--- config.mk ---
export PLATFORM = sky130hd
export DESIGN_NAME = imm_gen_pipe
export DESIGN_NICKNAME = d
export VERILOG_FILES = /design/src/rtl/imm_gen_pipe.sv
export SDC_FILE = /design/constraint.sdc
export NUM_CORES = 1
export LEC_CHECK = 0
export BUFFER_PORTS_ARGS = -buffer_cell sky130_fd_sc_hd__buf_2
export CORE_ASPECT_RATIO = 0.7
export CORE_MARGIN = 3
export CORE_UTILIZATION = 40
export DETAILED_ROUTE_END_ITERATION = 10
export GPL_ROUTABILITY_DRIVEN = 1
export GPL_TIMING_DRIVEN = 0
export PLACE_DENSITY = 0.63
export SLEW_MARGIN = 20
export SYNTH_ARGS = -nofsm -noshare
export SYNTH_HDL_FRONTEND = slang
export SYNTH_SLANG_ARGS = --single-unit
export TNS_END_PERCENT = 20
--- constraint.sdc ---
create_clock -name clk -period 1.6 [get_ports clk]
set_input_delay 0.08 -clock clk [delete_from_list [all_inputs] [get_ports clk]]
set_output_delay 0.08 -clock clk [all_outputs]
set_load 0.01 [all_outputs]
--- src/rtl/imm_gen_pipe.sv ---
`default_nettype none
// ============================================================================
//  Module   : imm_gen_pipe
//  Purpose  : RISC-V immediate generator (XLEN 32/64) with a registered
//             valid/ready output stage and a 2-entry skid buffer.
//  Revision : 1.0 - initial release
// ============================================================================
module imm_gen_pipe #(
    parameter int XLEN  = 32,
    parameter int TAG_W = 32
) (
    input  logic             clk,
    input  logic             reset,
    input  logic [31:0]      Instruction_bus_i,
    input  logic [TAG_W-1:0] tag_i,
    input  logic             valid_i,
    output logic             ready_o,
    output logic [XLEN-1:0]  Immediate_o,
    output logic [2:0]       fmt_o,
    output logic             illegal_o,
    output logic [TAG_W-1:0] tag_o,
    output logic             valid_o,
    input  logic             ready_i
);

    generate
        if (XLEN != 32 && XLEN != 64) begin : g_xlen_check
            $error("imm_gen_pipe: XLEN must be 32 or 64");
        end
    endgenerate

    localparam bit       c_is64     = (XLEN == 64);
    localparam logic [2:0] c_fmt_none  = 3'd0;
    localparam logic [2:0] c_fmt_i     = 3'd1;
    localparam logic [2:0] c_fmt_s     = 3'd2;
    localparam logic [2:0] c_fmt_b     = 3'd3;
    localparam logic [2:0] c_fmt_u     = 3'd4;
    localparam logic [2:0] c_fmt_j     = 3'd5;
    localparam logic [2:0] c_fmt_zimm  = 3'd6;
    localparam logic [2:0] c_fmt_shamt = 3'd7;
    localparam int       c_pw       = XLEN + 3 + 1 + TAG_W;

    typedef enum logic [1:0] {
        ST_EMPTY = 2'd0,
        ST_ONE   = 2'd1,
        ST_TWO   = 2'd2
    } state_t;

    logic [31:0]     w_ins;
    logic [6:0]      w_opcode;
    logic [2:0]      w_funct3;
    logic [XLEN-1:0] w_imm_i, w_imm_s, w_imm_b, w_imm_u, w_imm_j;
    logic [XLEN-1:0] w_shamt, w_shamt_w, w_zimm;
    logic [XLEN-1:0] w_imm;
    logic [2:0]      w_fmt;
    logic            w_illegal;
    logic [c_pw-1:0] w_dec_word;

    assign w_ins    = Instruction_bus_i;
    assign w_opcode = w_ins[6:0];
    assign w_funct3 = w_ins[14:12];

    assign w_imm_i   = XLEN'($signed(w_ins[31:20]));
    assign w_imm_s   = XLEN'($signed({w_ins[31:25], w_ins[11:7]}));
    assign w_imm_b   = XLEN'($signed({w_ins[31], w_ins[7], w_ins[30:25], w_ins[11:8], 1'b0}));
    assign w_imm_u   = XLEN'($signed({w_ins[31:12], 12'b0}));
    assign w_imm_j   = XLEN'($signed({w_ins[31], w_ins[19:12], w_ins[20], w_ins[30:21], 1'b0}));
    assign w_shamt   = c_is64 ? XLEN'(w_ins[25:20]) : XLEN'(w_ins[24:20]);
    assign w_shamt_w = XLEN'(w_ins[24:20]);
    assign w_zimm    = XLEN'(w_ins[19:15]);

    // Every recognised opcode ends in 2'b11, so compressed encodings fall to default.
    always_comb begin
        w_imm     = '0;
        w_fmt     = c_fmt_none;
        w_illegal = 1'b0;
        case (w_opcode)
            7'h03, 7'h67: begin w_imm = w_imm_i; w_fmt = c_fmt_i; end
            7'h13: begin
                if (w_funct3 == 3'b001 || w_funct3 == 3'b101) begin
                    w_imm = w_shamt;
                    w_fmt = c_fmt_shamt;
                end else begin
                    w_imm = w_imm_i;
                    w_fmt = c_fmt_i;
                end
            end
            7'h1B: begin
                if (!c_is64) begin
                    w_illegal = 1'b1;
                end else if (w_funct3 == 3'b001 || w_funct3 == 3'b101) begin
                    w_imm = w_shamt_w;
                    w_fmt = c_fmt_shamt;
                end else begin
                    w_imm = w_imm_i;
                    w_fmt = c_fmt_i;
                end
            end
            7'h23:        begin w_imm = w_imm_s; w_fmt = c_fmt_s; end
            7'h63:        begin w_imm = w_imm_b; w_fmt = c_fmt_b; end
            7'h37, 7'h17: begin w_imm = w_imm_u; w_fmt = c_fmt_u; end
            7'h6F:        begin w_imm = w_imm_j; w_fmt = c_fmt_j; end
            7'h73: begin
                if (w_funct3[2]) begin
                    w_imm = w_zimm;
                    w_fmt = c_fmt_zimm;
                end
            end
            7'h33, 7'h0F: w_illegal = 1'b0;
            7'h3B:        w_illegal = !c_is64;
            default:      w_illegal = 1'b1;
        endcase
    end

    assign w_dec_word = {w_imm, w_fmt, w_illegal, tag_i};

    state_t          r_state, w_state_nxt;
    logic            r_ready;
    logic [c_pw-1:0] r_out, r_skid;
    logic            w_accept, w_drain;
    logic            w_load_out_in, w_load_out_skid, w_load_skid;

    assign w_accept = valid_i & r_ready;
    assign w_drain  = (r_state != ST_EMPTY) & ready_i;

    always_comb begin
        w_state_nxt     = r_state;
        w_load_out_in   = 1'b0;
        w_load_out_skid = 1'b0;
        w_load_skid     = 1'b0;
        case (r_state)
            ST_EMPTY: begin
                if (w_accept) begin
                    w_state_nxt   = ST_ONE;
                    w_load_out_in = 1'b1;
                end
            end
            ST_ONE: begin
                if (w_accept && !w_drain) begin
                    w_state_nxt = ST_TWO;
                    w_load_skid = 1'b1;
                end else if (!w_accept && w_drain) begin
                    w_state_nxt = ST_EMPTY;
                end else if (w_accept && w_drain) begin
                    w_load_out_in = 1'b1;
                end
            end
            ST_TWO: begin
                if (w_drain) begin
                    w_state_nxt     = ST_ONE;
                    w_load_out_skid = 1'b1;
                end
            end
            default: w_state_nxt = ST_EMPTY;
        endcase
    end

    // ready is registered from the next state so ready_i never reaches ready_o.
    always_ff @(posedge clk) begin
        if (reset) begin
            r_state <= ST_EMPTY;
            r_ready <= 1'b1;
            r_out   <= '0;
            r_skid  <= '0;
        end else begin
            r_state <= w_state_nxt;
            r_ready <= (w_state_nxt != ST_TWO);
            if (w_load_out_in)
                r_out <= w_dec_word;
            else if (w_load_out_skid)
                r_out <= r_skid;
            if (w_load_skid)
                r_skid <= w_dec_word;
        end
    end

    assign ready_o     = r_ready;
    assign valid_o     = (r_state != ST_EMPTY);
    assign Immediate_o = r_out[c_pw-1 -: XLEN];
    assign fmt_o       = r_out[TAG_W+3 -: 3];
    assign illegal_o   = r_out[TAG_W];
    assign tag_o       = r_out[TAG_W-1:0];

endmodule
`default_nettype wire
=== After elaboration in Yosys (flattened, before gate mapping) ===
Index checks and enable logic that the tools add are counted.

* Register bits after elaboration: 139
* Input bits: 68
* Output and inout bits: 70
* Word-level logic and storage cells: 57

* Equal/unequal tests: 16
* Muxes and demuxes: 23
* Bitwise logic cells: 2
* Reduce and logical (&&, ||, !) cells: 12

{| class="wikitable"
|+ Operators with widths
! operator !! count
|-
| 32-bit one-hot mux with 7 select lines || 1
|-
| 68-bit two-way mux || 2
|-
| 32-bit two-way mux || 1
|-
| 7-bit equality test (second input constant) || 4
|-
| 7-bit by 6-bit equality test with 1-bit output (second input constant) || 3
|-
| 3-bit one-hot mux with 7 select lines || 1
|-
| 7-bit by 5-bit equality test with 1-bit output (second input constant) || 2
|-
| 11-bit OR reduction || 1
|-
| 1-bit two-way mux || 9
|-
| 2-bit two-way mux || 4
|-
| 7-bit by 2-bit equality test with 1-bit output (second input constant) || 1
|-
| 7-bit by 4-bit equality test with 1-bit output (second input constant) || 1
|-
| 3-bit two-way mux || 2
|-
| 2-bit one-hot mux with 3 select lines || 1
|-
| 5-bit two-way mux || 1
|-
| 2-bit nonzero test || 2
|-
| 2-bit OR reduction || 2
|-
| 3-bit by 1-bit equality test with 1-bit output (second input constant) || 1
|-
| 3-bit equality test (second input constant) || 1
|-
| 1-bit logical AND || 3
|-
| 1-bit AND || 2
|-
| 2-bit by 1-bit equality test with 1-bit output (second input constant) || 1
|-
| 2-bit equality test (second input constant) || 1
|-
| 1-bit zero test || 2
|-
| other kinds (4) || 4
|}

=== Logic depth before layout (Yosys ltp) ===
* Word-level depth: 8
* Mapped depth: 6
* Gate-level depth less buffers: 4

=== Worst setup path after synthesis ===
OpenSTA, ideal clock, no wires.

* Path kind: register to register
* Start point: register r_ready, in the netlist ready_o
* End point: register r_skid[57]
* Library setup time: 0.134 ns
* Arrival: 1.476 ns
* Data required time: 1.466 ns
* Slack: -0.010 ns
* Stages on the path, launching flop included: 6
* Path buffers: 1
* Period minus slack after synthesis: 1.610 ns
* Cell sequence: dfxtp_1 > and3b_1 > nand2_1 > nor3_1 > buf_2 > a211oi_1

* Longest elaborated chain between the ends: 4

{| class="wikitable"
|+ Ends and longest elaborated chain
! what !! line !! text
|-
| from (decl) || 118 || <nowiki>logic r_ready;</nowiki>
|-
| from (signal assigned) || 167 || <nowiki>r_ready <= (w_state_nxt != ST_TWO);</nowiki>
|-
| 1-bit AND || 123 || <nowiki>assign w_accept = valid_i & r_ready;</nowiki>
|-
| 1-bit logical AND || 139 || <nowiki>if (w_accept && !w_drain) begin</nowiki>
|-
| 1-bit two-way mux || 139 ||
|-
| 1-bit two-way mux || 131 || <nowiki>case (r_state)</nowiki>
|-
| to (signal assigned) || 173 || <nowiki>r_skid <= w_dec_word;</nowiki>
|-
| to (decl) || 119 || <nowiki>logic [c_pw-1:0] r_out, r_skid;</nowiki>
|}

Every way passes these cells.
A chain may end at the register's enable or synchronous reset.

=== Worst setup path after layout ===
* Start point: register r_state[1]
* End point: register r_out[61]

* Longest elaborated chain between the ends: 8
* Elaborated cells on any way between the ends: 17
* Classes of those cells: eq/ne: 2; mux: 7; bitwise: 1; reduce/logical: 7

{| class="wikitable"
|+ Ends and longest elaborated chain
! what !! line !! text
|-
| from (decl) || 117 || <nowiki>state_t r_state, w_state_nxt;</nowiki>
|-
| from (signal assigned) || 166 || <nowiki>r_state <= w_state_nxt;</nowiki>
|-
| 2-bit nonzero test || 124 || <nowiki>assign w_drain = (r_state != ST_EMPTY) & ready_i;</nowiki>
|-
| 1-bit AND || 124 ||
|-
| 1-bit logical AND || 144 || <nowiki>end else if (w_accept && w_drain) begin</nowiki>
|-
| 1-bit two-way mux || 144 ||
|-
| 1-bit two-way mux || 142 || <nowiki>end else if (!w_accept && w_drain) begin</nowiki>
|-
| 1-bit two-way mux || 139 ||
|-
| 1-bit one-hot mux with 2 select lines || 131 ||
|-
| 68-bit two-way mux / 2-bit nonzero test (equally long branches) || - ||
|-
| to (signal assigned) || 169 || <nowiki>r_out <= w_dec_word;</nowiki>
|-
| to (signal assigned) || 171 || <nowiki>r_out <= r_skid;</nowiki>
|-
| to (decl) || 119 ||
|}

Several ways; a longest one is shown, not always the timed one.

==> flow_summary.toml <==
[status]
status = "finished with violations"
violations = "negative setup slack"

[logic_synthesis]
syn_nets = 770
synth_area_per_cell_um2 = 8.76
synth_top_area_frac = 0.453
synthAdderAreaFrac = 0
yosys_warnings = 0
synthMuxAreaShare = 0.0326
synth-edff-count = 0
ys_types = 58
synth_seq_area_share = 0.453
async_flop_share = 0
synth_area_mm2 = 0.00615
synthCells = 702
synth_compound_area_frac = 0.245
synth_top_family_by_area = "compound AO/OA/AOI/OAI gates"
yosys.area_share.simple = 0.216
ys.flop_type = "dfxtp_1"
synth.most_common_cell = "nand2_1"
yosysTopAreaCell = "dfxtp_1"
synth_xor_area_frac = 0
synth.area.top_cells = "dfxtp_1, nand2_1, a21oi_1, a311oi_1, nor2_1"
synthTopCellsByCount = "nand2_1, dfxtp_1, a21oi_1, nor2_1, a311oi_1"
synth-seq-cells = 139

[min_path]
hold_start = "valid_i"
hold_path_class = "in -> reg"

[global_route]
grt_max_degree = 17
grt_pass1_wl_um = 30800
grt_overflow = 0
grt_pass1_vias = 5598
antenna_found_initial = 0
grt_usage = 0.231

[layout]
nets = 981
instances_no_fill = 1121
n_antenna_cell = 0
final_core_util = 0.575
drive_gt1_frac = 0.295
area_growth_pct = 38.9

[route]
wirelength_um = 20300
vias = 6142
wire_per_inst_um = 18.1
dr.pass1.iters = 5
via_per_inst = 5.48
antenna_left = 0
wl_met1_um = 10000
drt-initial-drc-count = 536
highest_layer = "met4"
drc = 0
met3WireLength_um = 1460
dr_wl_met2_um = 8660

[setup_path]
startpoint = "r_state[1]"
r2r_start = "r_state[1]"
critical_path.max_stage_delay_ns = 0.35
crit_type = "reg -> reg"
cp_slowest_cell = "dfxtp_4"
reg2reg_depth = 6
worst-path-buf-inv = 2
rrSetupSlack_ns = -0.05
critPathTopFamily = "simple AND/OR/NAND/NOR gates"
worstPathArrival_ns = 1.92
crit_path_end = "r_out[61]"
critPathLaunchType = "flip-flop"
cp.depth = 6
critPathCaptureType = "flip-flop"
crit_fanout = 6
r2r-end = "r_out[61]"
cp_data_required_time_ns = 1.87
cp_cell_sequence = "and3b_2, nand2_4, buf_12, nor3_4, buf_6, a221oi_1"

[cts]
clk_pin_slew_ns = 0.06
cts.htree.levels = 4
insertion_delay_ns = 0.43
cts_sinks = 139
tritoncts = "yes"
max-clock-path-buffers = 2
root_buffer = "clkbuf_16"
cts_made_buffers = 17

[place]
port_buffers = 133
gp_congestion = 0.868
place_inst = 1030
hpwl_um = 13800

[floorplan]
die_h_um = 110
core-area_mm2 = 0.0149
start_util = 0.414
die_area_mm2 = 0.0169
dieWidth_um = 154
num_io_pins = 138
rows = 37

[timing]
rsz0062_at_grt = "true"
period_needed_ns = 1.65
skew_ns = 0.0129
fmax_mhz = 607
slew_headroom = 0.519
hold_slack_ns = 0.0400
finalHoldViolCount = 0
fin_crit_sh = 1.03
setup_viol = 13
setup_slack_ns = -0.0472
worst_pin_slew_ns = 0.722
maxSlewViolCount = 0

[pwr]
p_per_area_mw_per_mm2 = 1080
power_leakage_nw = 3.45
p_total_mw = 9.20
vdd_drop_max_mv = 0.716

[flow_run]
maxCapViolations = 0
-- registers in the layout (all words and copies together) (netlist names) --
name     flops
r_out       68
ready_o      1
r_state      2
r_skid      68
-- final cells by class --
cell class | count | area, um2
fillers | 1319 | 6320
multi-input cells | 496 | 3170
flip-flops and latches | 139 | 2790
repair buffers | 192 | 1250
plain buffers | 61 | 442
clock buffers | 18 | 439
well taps | 195 | 244
clock inverters | 14 | 183
inverters | 6 | 22.5
-- worst min-delay path, stage by stage --
cell and delay [ns]:
buf_2 0.12, nand4b_1 0.09, a211o_1 0.13
-- power by group --
group	internal, mW	leakage [nW]	switching [mW]
clock	2.53	0.301	1.68
sequential	3.63	1.13	0.0993
combinational	0.539	2.01	0.710
-- cells by family (layout without fill, tap and decap cells) --
group | count (synthesis) | after routing
AOI/OAI and AO/OA | 198 | 198
buffers and inverters | 67 | 291
DFF | 139 | 139
muxes | 20 | 20
and+or+nand+nor | 278 | 278
-- cells in the final DEF (no fill, tap or decap), types with 14 or more instances in the layout --
master / Yosys / layout
mux2i_1: 20 / 20
dfxtp_1: 139 / 136
a211oi_1: 24 / 24
clkbuf_16: 0 / 18
buf_4: 3 / 17
buf_6: 5 / 14
dlygate4sd3_1: 0 / 47
a211o_1: 18 / 18
nor2_1: 56 / 55
buf_2: 27 / 146
a311oi_1: 34 / 26
a21oi_1: 70 / 69
nand2_1: 158 / 157
-- stage by stage --
stage / area, um2 / worst slack (ns) / TNS, ns
floorplan: 6150 / 0.0449 / 0
global placement: 7060 / -0.332 / -23.66
detailed placement: 7060 / -0.376 / -25.89
CTS: 8330 / -0.0881 / -0.250
global route: 8540 / -0.0979 / -1.62
finish: 8540 / -0.0472 / -0.494
-- layer usage --
layer / up-vias / GRT usage
met2: 227 / 0.339
met1: 2944 / 0.349
met5: - / 0
met3: 18 / 0.0480
li1: 2953 / -
met4: 0 / 0.0498
-- timing repair --
| item | 4_1_cts | 5_1_grt |
|---|---|---|
| pin swaps | 5 | 11 |
| endpoints found under the hold margin | 91 | 0 |
| endpoints found under the setup margin | 136 | 119 |
| gates resized for setup | 52 | 38 |
| hold buffers | 47 | 0 |
| setup buffers | 3 | 7 |
| gates cloned | 0 | 2 |
-- worst min-delay path by stage --
stage	endpoint	slack, ns	cells after the start
2_1_floorplan	r_out[41]	0.20	1
3_3_place_gp	r_skid[51]	0.32	2
4_1_cts	ready_o	0.03	3
6_report	ready_o	0.04	3
5_1_grt	r_out[67]	0.05	3
3_5_place_dp	r_skid[54]	0.32	2
Note: power is estimated with default switching activity, not from simulation.
